[src/rtl/inc1_pkg.sv]
// inc1_pkg -- shared constants and types for the inc1 incrementer.
//   INC1_WIDTH_DEFAULT : default operand/result width in bits
//   INC1_BLK           : width of one carry-lookahead block
//   inc1_word_t        : operand word at the default width
package inc1_pkg;

  localparam int INC1_WIDTH_DEFAULT = 24;
  localparam int INC1_BLK           = 4;

  typedef logic [INC1_WIDTH_DEFAULT-1:0] inc1_word_t;

endpackage

[src/rtl/inc1_blk4.sv]
// inc1_blk4 -- one 4-bit incrementer block.
// The block is given its carry-in from outside and never receives carry from
// a neighbour. Each sum bit flips when the carry-in is set and every lower bit
// of the block is 1.
// Ports:
//   a   : 4-bit slice of the operand
//   ci  : block carry-in (cin AND all lower block propagates)
//   sum : incremented slice
//   p   : block propagate, AND of all four operand bits
module inc1_blk4
  import inc1_pkg::*;
(
  input  logic [INC1_BLK-1:0] a,
  input  logic                ci,
  output logic [INC1_BLK-1:0] sum,
  output logic                p
);

  assign sum[0] = a[0] ^ ci;
  assign sum[1] = a[1] ^ (ci & a[0]);
  assign sum[2] = a[2] ^ (ci & a[1] & a[0]);
  assign sum[3] = a[3] ^ (ci & a[2] & a[1] & a[0]);
  assign p      = &a;

endmodule

[src/rtl/inc1.sv]
// inc1 -- WIDTH-bit incrementer {cout, inc} = a + cin with a registered copy.
// The combinational result uses a 4-bit block lookahead: each block's
// carry-in is cin AND the propagates of every lower block, so no carry ripples
// from block to block. The only state is the inc_q/cout_q capture register.
// Ports:
//   clk    : clock, rising edge
//   rst_n  : asynchronous active-low reset of inc_q/cout_q
//   a      : unsigned operand
//   cin    : increment request (adds 0 or 1)
//   en     : capture enable for inc_q/cout_q
//   inc    : combinational a + cin modulo 2^WIDTH
//   cout   : combinational carry-out of a + cin
//   inc_q  : registered inc
//   cout_q : registered cout
module inc1
  import inc1_pkg::*;
#(
  parameter int WIDTH = INC1_WIDTH_DEFAULT
) (
  input  logic             clk,
  input  logic             rst_n,
  input  logic [WIDTH-1:0] a,
  input  logic             cin,
  input  logic             en,
  output logic [WIDTH-1:0] inc,
  output logic             cout,
  output logic [WIDTH-1:0] inc_q,
  output logic             cout_q
);

  localparam int NBLK = WIDTH / INC1_BLK;

  logic [NBLK-1:0]  blk_p;
  logic [NBLK-1:0]  blk_ci;
  logic [WIDTH-1:0] inc_p0;
  logic             cout_p0;
  logic [WIDTH-1:0] inc_p1;
  logic             cout_p1;

  // ---- stage p0: combinational lookahead increment ----
  for (genvar k = 0; k < NBLK; k++) begin : g_blk
    if (k == 0) begin : g_first
      assign blk_ci[k] = cin;
    end else begin : g_upper
      // Carry-in is formed directly from all lower propagates, not chained
      // through the neighbouring block.
      assign blk_ci[k] = cin & (&blk_p[k-1:0]);
    end

    inc1_blk4 u_blk (
      .a   (a[k*INC1_BLK +: INC1_BLK]),
      .ci  (blk_ci[k]),
      .sum (inc_p0[k*INC1_BLK +: INC1_BLK]),
      .p   (blk_p[k])
    );
  end

  // Carry out only when every bit of a is 1 and an increment is requested.
  assign cout_p0 = cin & (&blk_p);

  assign inc  = inc_p0;
  assign cout = cout_p0;

  // ---- stage p1: capture register ----
  always_ff @(posedge clk or negedge rst_n) begin
    if (!rst_n) begin
      inc_p1  <= '0;
      cout_p1 <= 1'b0;
    end else if (en) begin
      inc_p1  <= inc_p0;
      cout_p1 <= cout_p0;
    end
  end

  assign inc_q  = inc_p1;
  assign cout_q = cout_p1;

endmodule

[config.mk]
export PLATFORM = sky130hd
export DESIGN_NAME = inc1
export DESIGN_NICKNAME = d
export VERILOG_FILES = /design/src/rtl/inc1_pkg.sv /design/src/rtl/inc1_blk4.sv /design/src/rtl/inc1.sv
export SDC_FILE = /design/constraint.sdc
export NUM_CORES = 1
export LEC_CHECK = 0
export ABC_AREA = 1
export CAP_MARGIN = 40
export CORE_MARGIN = 2
export CORE_UTILIZATION = 25
export CTS_BUF_LIST = sky130_fd_sc_hd__clkbuf_16
export DETAILED_ROUTE_END_ITERATION = 8
export PLACE_DENSITY_LB_ADDON = 0.2
export SKIP_LAST_GASP = 1
export SLEW_MARGIN = 20
export SYNTH_ARGS = -nofsm -noshare
export SYNTH_HDL_FRONTEND = slang
export SYNTH_HIERARCHICAL = 1
export SYNTH_SLANG_ARGS = --single-unit
export TNS_END_PERCENT = 50
[constraint.sdc]
create_clock -name clk -period 3.3 [get_ports clk]
set_clock_uncertainty 0.15 [all_clocks]
set_input_delay 0.495 -clock clk [delete_from_list [all_inputs] [get_ports clk]]
set_output_delay 0.495 -clock clk [all_outputs]
set_load 0.05 [all_outputs]
==> qor.txt <==
Final worst path period need: 3.16 ns
Net Count, Synth: 238
Status: finished, final reports clean
Synth Register Bits: 25
Root buf cell: clkbuf_16
Clk Latency, worst-skew pair: 0.25 ns
Critical-path maximum fanout: 4
Final ANT Viol Nets: 0
Relative max-transition margin: 64.2%
Antenna cells: 0
Synth top area cells: dfrtp_1 40%, nand2_1 21%, xor2_1 6.8%, inv_1 5.8%, ha_1 4.8%
RSZ-0062 raised after global routing: true
Antenna violations before repair: 0
H-tree Lvls: 1
Routed length on met3: 192 µm
Post-synth top flop: dfrtp_1
CTS clock-pin slew for the worst setup and hold paths: 0.06 ns
VDD IR max: 0.246 mV
Starting Density: 26.1%
Cells after Synth: 204
Pins Over Slew Limit: 0
Clock Path Buffers: 2
Most used cell, CP: inv_1
Final RePlAce weighted congestion: 0.773
Final-stage net count: 323
Met1 WL: 1960 µm
DRT Wirelength: 4290 µm
Critical path data arrival time: 2.52 ns
Fill count: 598
Overall power: 1030 µW
Area Overhead vs Synth: 70.6%
Largest net degree at the start of global routing: 27
CTS Buf Count: 3
Req. time, crit path: 2.65 ns
Endpoints failing setup: 0
Crit. End Element: output pin
CP Launch Type: input port
Met2 WL: 2100 µm
Synth warn: 6
Synth top area share: 40.2%
Top-count cell post-synth: nand2_1
Initial DRT Pass Iterations: 4
Library cells used by synthesis: 17
Vias per cell: 4.12
Synth area leader: dfrtp_1
PortBufs: 77
First-pass GRT wire length: 7290 µm
Crit path max-delay cell type: clkdlybuf4s50_1
FFs w/ async S/R, synth: 100%
Most common library cells after synthesis: 85 x nand2_1, 25 x dfrtp_1, 24 x inv_1
DRC violations left: 0
Post-CTS Setup Inserts: 0
I/O pins: 78
Final non-filler cell total: 363
Placed wire-length estimate: 3300 µm
Total core area: 0.00596 mm²
Register area share after synthesis: 40.2%
Placed cell count: 359
Die area: 0.00687 mm²
Power per Cell Area: 388 mW/mm²
Total global routing overflow: 0
Final Hold Viols: 0
FP Rows: 28
Worst-Margin Slew: 0.535 ns
Gr usage total: 12.7%
Part of the cycle the worst path needs: 95.9%
Routed vias: 1494
Clock sinks: 25
1st-iter DRT viols: 27
CTS tree: yes
Mapped Area: 0.00156 mm²
Max cap viols: 0
P_leak: 0.00130 µW
FF-to-FF setup slack: 2.53 ns
Drt wl/cell: 11.8 µm
Die height: 82.9 µm
Mapped Avg Cell Area: 7.62 µm²
Vias in the first global route: 1481
Crit-path max cell delay: 0.52 ns
CP cell instances: clkdlybuf4s50_1 -> inv_1 -> nor3_1 -> nand2_1 -> inv_1 -> and3_1 -> ha_1 -> xor2_1 -> buf_12
Max Used Layer: met4
Max Fclk: 316 MHz
Fraction of layout cells with a size suffix above 1: 19.4%
Die X: 82.9 µm
Worst setup path class: input port to output pin
Worst hold path class: flop to flop
Number of synthesized flops with an enable pin: 0
## critical path: cells and delay by family
kind / cells / cell delay (ns)
adders and majority gates: 1 / 0.19
and+or+nand+nor: 3 / 0.68
buffers and inverters: 4 / 0.87
xor gates and xnor gates: 1 / 0.29
## final timing paths
check,from,end,cells after the start
max in group asynchronous,rst_n,inc_q[17],2
min in group asynchronous,rst_n,inc_q[9],2
setup reg to reg,inc_q[19],inc_q[19],2
hold / removal,inc_q[21],inc_q[21],2
setup / recovery,a[10],inc[21],9
hold reg to reg,inc_q[21],inc_q[21],2
## layout by cell type, fill, tap and decap left out, drive strengths merged
cell | Yosys | layout
clkdlybuf4s50 | 0 | 54
and3 | 1 | 1
buf | 3 | 31
nor2 | 9 | 9
nand2 | 95 | 95
nand4 | 7 | 7
dfrtp | 25 | 25
clkbuf | 2 | 3
xor2 | 12 | 12
nand3 | 12 | 12
inv | 25 | 26
nor3 | 7 | 7
ha | 6 | 6
## registers in the layout, summed over array words and instances (netlist names)
name,cells
cout_q,1
inc_q,24
## layer usage
layer  up-vias  GRT usage [%]
met2        30           21.8
met3         2           2.19
met5         -              0
met4         0           3.58
li1        798              -
met1       664           16.4
## timing repair
| item | in CTS | in global routing |
|---|---|---|
| hold buffers | 0 | 0 |
| gates resized for setup | 0 | 3 |
| endpoints found under the setup margin | 0 | 5 |
## logic make-up (layout without fill, tap and decap cells)
logic type,count (synthesis),after routing,share of synthesized area [%]
simple gates,131,131,37.5
buf+inv,30,114,10.7
flops,25,25,40.2
xor+xnor,12,12,6.76
fa+ha+maj,6,6,4.83
## per-stage QoR
step	setup slack, ns	area, µm²	hold WS, ns	TNS [ns]	utilization, %
global placement	0.0897	2560	0.304	0	42.9
floorplan	0.427	1560	0.0494	0	-
global route	-0.0421	2650	0.343	-0.102	44.6
CTS	0.0560	2640	0.327	0	44.3
finish	0.137	2650	0.320	0	44.6
detailed placement	0.0596	2560	0.310	0	42.9
## cell type report
type	count	area (µm²)	area share, %
Clock buffer	3	75.1	2.83
Multi-Input combinational cell	149	781	29.4
Tap cell	75	93.8	3.54
Timing Repair Buffer	85	973	36.7
Clock inverter	1	3.75	0.141
Inverter	25	101	3.82
Sequential cell	25	626	23.6
## report_power, final
group | internal (µW) | switching [µW] | total (µW) | leakage [µW]
Sequential | 334 | 15.3 | 349 | 0.000306
Combinational | 150 | 257 | 407 | 0.000955
Clock | 162 | 110 | 272 | 0.0000423
Total | 646 | 382 | 1030 | 0.00130
No activity file was read; power rests on OpenSTA's default activity.
